--- src/rtl/mem_port_arbiter.sv ---
// Two-port memory request arbiter: port 0 has priority, and port 1 is force-granted after STARVE_LIMIT denials.
// Accepted load tags are recorded per port so that returning data goes back to the port that issued the load.
module mem_port_arbiter #(
    parameter int ADDR_W       = 64,
    parameter int NUM_TAGS     = 15,
    parameter int DATA_W       = 64,
    parameter int STARVE_LIMIT = 8,
    localparam int TAG_W       = $clog2(NUM_TAGS) + 1,
    localparam int CNT_W       = $clog2(NUM_TAGS + 1)
) (
    input  logic              clk,
    input  logic              reset,
    input  logic [ADDR_W-1:0] p0_addr,
    input  logic [1:0]        p0_cmd,
    input  logic [DATA_W-1:0] p0_wdata,
    output logic [TAG_W-1:0]  p0_response,
    output logic [TAG_W-1:0]  p0_tag,
    output logic [DATA_W-1:0] p0_rdata,
    input  logic [ADDR_W-1:0] p1_addr,
    input  logic [1:0]        p1_cmd,
    output logic [TAG_W-1:0]  p1_response,
    output logic [TAG_W-1:0]  p1_tag,
    output logic [DATA_W-1:0] p1_rdata,
    output logic [ADDR_W-1:0] mem_addr,
    output logic [1:0]        mem_cmd,
    output logic [DATA_W-1:0] mem_wdata,
    input  logic [TAG_W-1:0]  mem_response,
    input  logic [TAG_W-1:0]  mem_tag,
    input  logic [DATA_W-1:0] mem_rdata,
    output logic [CNT_W-1:0]  p0_outstanding,
    output logic [CNT_W-1:0]  p1_outstanding
);

    localparam int SC_W   = $clog2(STARVE_LIMIT + 1);
    localparam int TAG_NB = 2 ** TAG_W;

    typedef enum logic [1:0] {
        CMD_NONE  = 2'd0,
        CMD_LOAD  = 2'd1,
        CMD_STORE = 2'd2
    } cmd_e;

    typedef enum logic [1:0] {
        GNT_NONE = 2'd0,
        GNT_P0   = 2'd1,
        GNT_P1   = 2'd2
    } grant_e;

    logic [TAG_NB-1:0] valid_q, valid_d;
    logic [TAG_NB-1:0] owner_q, owner_d;
    logic [SC_W-1:0]   starve_q, starve_d;
    logic [CNT_W-1:0]  p0_cnt_q, p0_cnt_d;
    logic [CNT_W-1:0]  p1_cnt_q, p1_cnt_d;

    grant_e grant;
    logic   forced;
    logic   issue_load;
    logic   ret_hit;
    logic   ret_owner;
    logic   inc0, inc1, dec0, dec1;

    always_comb begin
        grant       = GNT_NONE;
        forced      = (starve_q == SC_W'(STARVE_LIMIT)) && (p1_cmd != CMD_NONE);
        mem_addr    = '0;
        mem_cmd     = CMD_NONE;
        mem_wdata   = '0;
        p0_response = '0;
        p1_response = '0;
        p0_tag      = '0;
        p1_tag      = '0;
        p0_rdata    = mem_rdata;
        p1_rdata    = mem_rdata;
        issue_load  = 1'b0;
        ret_hit     = 1'b0;
        ret_owner   = 1'b0;
        valid_d     = valid_q;
        owner_d     = owner_q;
        starve_d    = starve_q;
        p0_cnt_d    = p0_cnt_q;
        p1_cnt_d    = p1_cnt_q;

        if (!reset) begin
            if (p0_cmd != CMD_NONE && !forced) grant = GNT_P0;
            else if (p1_cmd != CMD_NONE)       grant = GNT_P1;
        end

        if (grant == GNT_P0) begin
            mem_addr    = p0_addr;
            mem_cmd     = p0_cmd;
            mem_wdata   = p0_wdata;
            p0_response = mem_response;
            issue_load  = (p0_cmd == CMD_LOAD);
        end else if (grant == GNT_P1) begin
            mem_addr    = p1_addr;
            mem_cmd     = p1_cmd;
            p1_response = mem_response;
            issue_load  = (p1_cmd == CMD_LOAD);
        end
        // A zero or out-of-range tag means the load was not taken by memory.
        issue_load = issue_load && (mem_response != '0) && (mem_response <= TAG_W'(NUM_TAGS));

        if (!reset && mem_tag != '0 && valid_q[mem_tag]) begin
            ret_hit   = 1'b1;
            ret_owner = owner_q[mem_tag];
        end
        if (ret_hit && !ret_owner) p0_tag = mem_tag;
        if (ret_hit &&  ret_owner) p1_tag = mem_tag;

        // Clear before set so a same-cycle reissue of the returning tag keeps the entry live.
        if (ret_hit) valid_d[mem_tag] = 1'b0;
        if (issue_load) begin
            valid_d[mem_response] = 1'b1;
            owner_d[mem_response] = (grant == GNT_P1);
        end

        inc0 = issue_load && (grant == GNT_P0);
        inc1 = issue_load && (grant == GNT_P1);
        dec0 = ret_hit && !ret_owner;
        dec1 = ret_hit &&  ret_owner;
        if (inc0 && !dec0 && p0_cnt_q != '1) p0_cnt_d = p0_cnt_q + CNT_W'(1);
        if (dec0 && !inc0 && p0_cnt_q != '0) p0_cnt_d = p0_cnt_q - CNT_W'(1);
        if (inc1 && !dec1 && p1_cnt_q != '1) p1_cnt_d = p1_cnt_q + CNT_W'(1);
        if (dec1 && !inc1 && p1_cnt_q != '0) p1_cnt_d = p1_cnt_q - CNT_W'(1);

        // A forced grant that memory has not yet accepted keeps the count at the limit.
        if (p1_cmd == CMD_NONE)
            starve_d = '0;
        else if (grant == GNT_P1 && mem_response != '0)
            starve_d = '0;
        else if (grant != GNT_P1 && starve_q != SC_W'(STARVE_LIMIT))
            starve_d = starve_q + SC_W'(1);
    end

    always_ff @(posedge clk) begin
        if (reset) begin
            valid_q  <= '0;
            owner_q  <= '0;
            starve_q <= '0;
            p0_cnt_q <= '0;
            p1_cnt_q <= '0;
        end else begin
            valid_q  <= valid_d;
            owner_q  <= owner_d;
            starve_q <= starve_d;
            p0_cnt_q <= p0_cnt_d;
            p1_cnt_q <= p1_cnt_d;
        end
    end

    assign p0_outstanding = p0_cnt_q;
    assign p1_outstanding = p1_cnt_q;

endmodule

--- config.mk ---
export PLATFORM = sky130hd
export DESIGN_NAME = mem_port_arbiter
export DESIGN_NICKNAME = d
export VERILOG_FILES = /design/src/rtl/mem_port_arbiter.sv
export SDC_FILE = /design/constraint.sdc
export NUM_CORES = 1
export LEC_CHECK = 0
export ABC_AREA = 1
export CAP_MARGIN = 25
export CORE_AREA = 2 2 215 217
export CTS_CLUSTER_DIAMETER = 30
export DETAILED_ROUTE_END_ITERATION = 16
export DIE_AREA = 0 0 217 219
export GPL_ROUTABILITY_DRIVEN = 0
export MAX_ROUTING_LAYER = met4
export PLACE_DENSITY_LB_ADDON = 0.1
export SETUP_SLACK_MARGIN = 0.15
export SLEW_MARGIN = 20
export SYNTH_ARGS = -nofsm -noshare
export SYNTH_HDL_FRONTEND = slang
export SYNTH_SLANG_ARGS = --single-unit
--- constraint.sdc ---
create_clock -name clk -period 3.1 [get_ports clk]
set_input_delay 0.465 -clock clk [delete_from_list [all_inputs] [get_ports clk]]
set_output_delay 0.465 -clock clk [all_outputs]
set_load 0.01 [all_outputs]
==> results.md, run 1 <==
- Width of the chip: about 220 µm
- Post-synth ARST share: 0%
- Full die area: 0.0475 mm²
- Status: complete, no violations
- Setup repair after global routing missed its margin: true
- Core area: 0.0451 mm²
- Syn_nets: between 1k and 1.5k
- I/O Buffers: 365
- Final Core Density: 24.0%
- Fill cell count: 5,191
- Max Clock Skew: between 0.006 and 0.007 ns
- Share of total power consumed by net switching: 28.7%
- Internal reg-to-reg setup slack: 0.45 ns
- Global routing usage summed across all routing layers: 17.3%
- Max Slew Vio Count: 0
- Biggest cell delay along the critical path: 0.65 ns
- Avg Vias per Cell: 3.73
- Clock buffers created by TritonCTS: 9
- Critical path cell sequence: clkdlybuf4s50_1, inv_1, nand2_1, nand2_1, buf_4, nand3_4, buf_4, nor2_1, clkdlybuf4s50_1
- Detail Route Antenna Nets: 0
- Average routed wire per standard cell: 20.3 µm
- Post-synthesis sequential area ratio: between 20% and 30%
- Crit-path max FO: 14
- Clock H-tree levels: 3
- Clock latency reported for the late side of the worst-skew pair: 0.34 ns
- Cell variety after synth: 31
- Post-synth top cells: 255 x sky130_fd_sc_hd__nand2_1, 201 x sky130_fd_sc_hd__inv_1, 140 x sky130_fd_sc_hd__nor2_1
- CP Launch Type: input port
- Flop and latch count out of synthesis: 76
- Beginning of the worst hold path: owner_q[29]
- Largest buffer count on any clock path: 2
- Met1 capacity usage during global routing: 20.0%
- Count of endpoints failing hold in the final timing report: 0
- Hold Path Class: flop to flop
- Number of enable-type register cells in the synthesized netlist: 0
- Post-route total power: 2.98 mW
- Sink count of the clock tree: 76
- Total gr overflow: 0
- Number of nets in the finished design: ~1.7k
- Number of antenna violations at the first check in global routing: 6
- Global-route layer with the greatest usage: met2
- Number of placed I/O pins: about 560
- Power per standard cell area: 275 mW/mm²
- Total of max-cap violations: 0
- Average footprint of a synthesized cell: 5.80 µm²
- Worst Hold Endpoint: owner_q[29]
- Critical path required time: 2.63 ns
- Flip-flop and latch area: 0.00152 mm²
- Number of setup violations in the final report: 0
- Setup slack at placement: -0.350 ns
- Total number of yosys warnings: 0
- Synthesis-to-layout area growth: 72.4%
- Met3 track utilization from global routing: under 10%
- Post-Layout Cell Count: 1,997
- Setup TNS Final: 0 ns
- Slowest CP cell: sky130_fd_sc_hd__clkdlybuf4s50_1
- NetSw: between 0.8 and 0.9 mW
- Worst-case headroom to the max-slew limit: 58.5%
- Count of cells along the worst hold path: 2
- Seq pwr share: 33.1%
- Cell area after synthesis: 0.00628 mm²
- Pin count of the biggest net entering global routing: 53
- Post-placement cell count: just under 2k
- Cell Area, Placed: 0.0102 mm²
- Multi-input gate area in the final layout: between 0.002 and 0.003 mm²
- Worst reg2reg path startpoint: starve_q[0]
- Aggregate routed wire length: 40,500 µm
- Final hold slack: 0.421 ns
- Cell taking the most area after synthesis: sky130_fd_sc_hd__dfxtp_1
- Top-area cell type share of the netlist area: between 20% and 30%
- Clock period minus worst slack: 2.79 ns
- CTS clk-pin slew, worst paths: about 0.05 ns
- Via count of the first global-routing pass: approximately 7.7k
- Transition at the pin with the smallest max-transition slack: ~0.62 ns
- Vert. Die Dim: between 200 and 250 µm
- Crit path capture type: output pin
- Layout cell share with drive strength beyond 1: 13.5%
- Clk network pwr share: 35.7%
- Timing-limited maximum frequency: 0.358 GHz
- Final Instance Area: 0.0108 mm²
- Detailed Route Iter0 Violations: 332
- Top-count cell post-synth: sky130_fd_sc_hd__nand2_1
- Kind of critical path: input port to output pin
- CTS root buf: sky130_fd_sc_hd__clkbuf_16
- Endpoint of the lowest-slack register-to-register path: p0_outstanding[3]
- Number of buffers inserted by hold repair at cts: 0
- Synth Flop Type: sky130_fd_sc_hd__dfxtp_1
- Min setup slack post-route: 0.306 ns
- Total internal power: 2.12 mW
- Wire length of the first global-routing pass: ~56,000 µm
- Vias after detailed routing: roughly 7.4k
- Iteration count of the initial detailed-routing pass: 4
- Reg2Reg Depth: 21
- Combinational share of power: 31.2%
- Number of remaining DRC errors: 0
- Fraction of the cycle the final worst path needs: 90.1%
- Standby leakage power: 5.28 nW
- Maximum ir drop on the vdd rail: 0.213 mV
- Initial cell density of the core: 13.9%
- Count of mapped cells out of synthesis: 1,084
- Post-detail-place hpwl: between 30,000 and 40,000 µm
- Clock tree from TritonCTS: built
- Arrival time of the worst setup path: 2.33 ns
- Global-route track usage on met2: 26.9%
- Cell Rows: a little under 80
- Largest cells by area after synthesis: sky130_fd_sc_hd__dfxtp_1 24%, sky130_fd_sc_hd__buf_4 16%, sky130_fd_sc_hd__nand2_1 15%
==> state kept, by name, summed over array words and instances (netlist names) <==
register,flops
valid_q,32
starve_q,4
p0_outstanding,4
owner_q,32
p1_outstanding,4
==> kinds of logic (layout without fill, tap and decap cells) <==
group | Yosys count | in the layout | synth area share, %
adders and majority gates | 8 | 8 | 1.83
DFF | 76 | 76 | 24.2
other | 0 | 3 | 0
and+or+nand+nor | 463 | 463 | 30.1
xor gates and xnor gates | 2 | 2 | 0.279
buffers and inverters | 385 | 695 | 30.9
AOI/OAI and AO/OA | 150 | 150 | 12.7
==> how the worst max path moves through the flow <==
stage | from | end | cells after the start
after floorplan | mem_tag[0] | p1_outstanding[3] | 20
after global placement | mem_tag[0] | p0_tag[1] | 13
after detailed placement | mem_tag[0] | p0_tag[1] | 13
after CTS | mem_tag[1] | p1_outstanding[3] | 23
after global routing | starve_q[1] | p1_outstanding[3] | 22
final | p1_cmd[1] | mem_wdata[14] | 9
==> layout by cell type (no fill, tap or decap), drive strengths merged <==
cell and count:
ha 6, buf 109, clkdlybuf4s15 16, fa 2
diode 3, a21oi 39, dfxtp 76, dlymetal6s2s 10
clkdlybuf4s50 223, bufbuf 2, nor2 141, inv 211
clkbuf 31, nand3b 1, o21ai 97, nor4 3
a311oi 5, nand4 8, nor3 13, o31ai 1
nor3b 2, dlygate4sd2 93, nand3 37, a211oi 2
xor2 2, nand2 258, o22ai 2, a31oi 4
==> critical path, delay by kind of cell <==
kind,cells,cell delay (ns)
and+or+nand+nor,4,0.34
buffers and inverters,5,1.51
==> metal layers <==
layer / vias up / wire, µm
met3: 16 / 4880
met1: 3319 / 16800
met4: 0 / 312
li1: 3763 / -
met5: - / 0
met2: 350 / 18500
==> cell type report <==
cell class | count | share of cell area (%)
Clock buffer | 16 | 2.78
Inverter | 211 | 7.43
Multi-Input combinational cell | 623 | 27.5
Timing Repair Buffer | 468 | 41.2
Antenna cell | 3 | 0.0693
Sequential cell | 76 | 14.1
Tap cell | 600 | 6.93
==> power by group through the flow <==
stage / combinational (mW) / clock (mW) / sequential (mW)
after global placement: 0.963 / 0 / 1.01
after CTS: 0.943 / 1.11 / 0.986
after global routing: 1.01 / 1.14 / 0.986
after floorplan: 0.430 / 0 / 1.01
final: 0.928 / 1.06 / 0.986
after detailed placement: 0.953 / 0 / 1.01
==> timing repair <==
action	CTS	global route
gates cloned	4	0
pin swaps	2	8
resized for setup	164	90
setup endpoints to repair	97	86
endpoints found under the hold margin	0	0
setup buffers	9	5
Note: power is estimated with default switching activity, not from simulation.
==> run 2: changes to the inputs <==
- CORE_AREA: 2 2 215 217 -> 2 2 219 221
- DIE_AREA: 0 0 217 219 -> 0 0 221 223
- clock period: 3.1 -> 3.4 ns (I/O delays scaled with it)
==> run 2 against run 1 <==
Power down 3.4%. Sequential share of layout area shrank 0.084 points. Design area is 0.52% higher. Largest power group unchanged. Non-clock buffer count decreased by 16. Final cell count about the same. Highest routed layer unchanged.
==> results.md, run 2 (synthesis results as in run 1) <==
- Maximum ir drop on the vdd rail: 0.211 mV (-0.98%)
- Detailed Route Iter0 Violations: 368 (+11%)
- Timing-limited maximum frequency: 0.316 GHz
- Number of nets in the finished design: 1,653 (-0.96%)
- Number of antenna violations at the first check in global routing: 7 (+1)
- Number of setup violations in the final report: 0 (unchanged)
- Full die area: 0.0493 mm² (+3.7%)
- CTS clk-pin slew, worst paths: 0.06 ns (about the same)
- Transition at the pin with the smallest max-transition slack: 0.658 ns (+0.0349 ns)
- Hold Path Class: flop to flop
- Aggregate routed wire length: 40,500 µm (-0.11%)
- Initial cell density of the core: 13.3% (-0.61 points)
- Max Clock Skew: 0.00823 ns (+0.00131 ns)
- Critical path required time: 2.89 ns (+0.26 ns)
- Detail Route Antenna Nets: 0 (unchanged)
- Post-detail-place hpwl: 33,800 µm (-0.10%)
- Standby leakage power: 5.28 nW (about the same)
- Core area: 0.0471 mm² (+4.6%)
- Crit-path max FO: 26 (+12)
- CTS root buf: sky130_fd_sc_hd__clkbuf_16
- Number of remaining DRC errors: 0 (unchanged)
- Fraction of the cycle the final worst path needs: 93.0%
- Total gr overflow: 0 (unchanged)
- Iteration count of the initial detailed-routing pass: 5 (+1)
- Cell Rows: 80 (+2.6%)
- Vert. Die Dim: 223 µm (+1.8%)
- Global routing usage summed across all routing layers: 16.4% (-0.86 points)
- Number of placed I/O pins: 558 (unchanged)
- Setup TNS Final: 0 ns (unchanged)
- Arrival time of the worst setup path: 2.65 ns (+0.32 ns)
- I/O Buffers: 365 (unchanged)
- Crit path capture type: output pin
- Layout cell share with drive strength beyond 1: 10.4% (-3.0 points)
- Top library cells by usage in the layout, fill and taps aside: 313 x sky130_fd_sc_hd__clkdlybuf4s50_1, 253 x sky130_fd_sc_hd__nand2_1, 199 x sky130_fd_sc_hd__inv_1
- Clock tree from TritonCTS: built
- Min setup slack post-route: 0.238 ns (-0.0675 ns)
- Power per standard cell area: 264 mW/mm² (-3.9%)
- Clock buffers created by TritonCTS: 9 (unchanged)
- Largest regs: owner_q x32, valid_q x32
- Largest buffer count on any clock path: 2 (unchanged)
- Critical Path Start: p1_cmd[1]
- Average routed wire per standard cell: 20.3 µm (-0.16%)
- Clock period minus worst slack: approximately 3.2 ns
- Via count of the first global-routing pass: 7,440 (-3.4%)
- Setup repair after global routing missed its margin: true
- Wire length of the first global-routing pass: 56,000 µm (-0.43%)
- Status: complete, no violations
- Max Slew Vio Count: 0 (unchanged)
- Synthesis-to-layout area growth: 73.3%
- Width of the chip: 221 µm (+1.8%)
- Worst-case headroom to the max-slew limit: 56.1% (-2.3 points)
- Clock latency reported for the late side of the worst-skew pair: 0.34 ns (about the same)
- Worst reg2reg path startpoint: starve_q[1]
- Sink count of the clock tree: 76 (unchanged)
- Vias after detailed routing: 7,335 (-1.5%)
- Number of buffers inserted by hold repair at cts: 0 (unchanged)
- Total of max-cap violations: 0 (unchanged)
- CP Launch Type: input port
- Most common library cell in the layout ignoring fill and taps: sky130_fd_sc_hd__clkdlybuf4s50_1
- Pin count of the biggest net entering global routing: 53 (unchanged)
- Setup slack at placement: -0.0907 ns (+0.260 ns)
- Avg Vias per Cell: 3.67 (-1.6%)
- Kind of critical path: input port to output pin
- Clock H-tree levels: 3 (unchanged)
- Final hold slack: 0.422 ns (+0.00100 ns)
- Beginning of the worst hold path: owner_q[21]
- Count of endpoints failing hold in the final timing report: 0 (unchanged)
## run 2: cell count changes in the layout (fill, tap and decap cells not counted), moves of 4 or more
cell                              change
sky130_fd_sc_hd__buf_4               -11
sky130_fd_sc_hd__buf_6                -4
sky130_fd_sc_hd__clkbuf_2            -15
sky130_fd_sc_hd__clkdlybuf4s15_1     -13
sky130_fd_sc_hd__clkdlybuf4s50_1     +90
sky130_fd_sc_hd__dlygate4sd2_1       -80
sky130_fd_sc_hd__dlymetal6s2s_1      +26
## run 2: worst paths after layout
check | slack [ns] | cells after the start | end
max reg2reg | 0.63 | 21 | p0_outstanding[3]
max | 0.24 | 12 | mem_addr[54]
min reg2reg | 0.42 | 2 | owner_q[21]
min | 0.42 | 2 | owner_q[21]
## run 2: power by group
part | total (mW) | internal (mW) | switching, mW
Sequential | 0.898 | 0.894 | 0.00383
Combinational | 0.881 | 0.482 | 0.398
Clock | 1.10 | 0.701 | 0.395
Total | 2.88 | 2.08 | 0.798
## run 2: repair_timing
action	in CTS	in global routing
pin swaps	3	4
cloned	2	1
setup endpoints to repair	80	95
resized for setup	32	48
buffers inserted	3	3
## run 2: area by class of cell
cell class | count | area [µm²]
clock inverters | 4 | 70.1
multi-input cells | 623 | 2920
well taps | 615 | 769
flip-flops and latches | 76 | 1520
inverters | 211 | 797
repair buffers | 452 | 4530
clock buffers | 12 | 267
fillers | 5388 | 36300
diodes | 5 | 12.5
## run 2: metrics by stage
| step | area [µm²] | std cells | utilization [%] | power [mW] |
|---|---|---|---|---|
| 6_report | 10900 | 1998 | 23.1 | 2.88 |
| 5_1_grt | 10900 | 1998 | 23.1 | 3.03 |
| 4_1_cts | 10700 | 1989 | 22.7 | 2.94 |
| 3_5_place_dp | 10200 | 1968 | 21.7 | 1.78 |
| 3_3_place_gp | 10200 | 1968 | 21.7 | 1.79 |
| 2_1_floorplan | 6280 | 1084 | - | 1.31 |
## run 2: routing by layer
layer / part of all wire (%) / wire length (µm) / global-route usage [%]
met1: 43 / 17600 / 19.6
met2: 45 / 18200 / 25.3
met3: 10 / 4160 / 7.95
met4: 1.2 / 497 / 2.60
met5: 0 / 0 / -
## run 2: critical path: stages
cell                              delay (ns)
sky130_fd_sc_hd__clkdlybuf4s50_1        0.50
sky130_fd_sc_hd__inv_1                  0.09
sky130_fd_sc_hd__nand2_1                0.08
sky130_fd_sc_hd__nand2_2                0.08
sky130_fd_sc_hd__nand2_1                0.09
sky130_fd_sc_hd__nand2_1                0.08
sky130_fd_sc_hd__inv_2                  0.10
sky130_fd_sc_hd__buf_12                 0.18
sky130_fd_sc_hd__nand2_1                0.09
sky130_fd_sc_hd__o21ai_1                0.15
sky130_fd_sc_hd__buf_4                  0.15
sky130_fd_sc_hd__clkdlybuf4s50_1        0.52
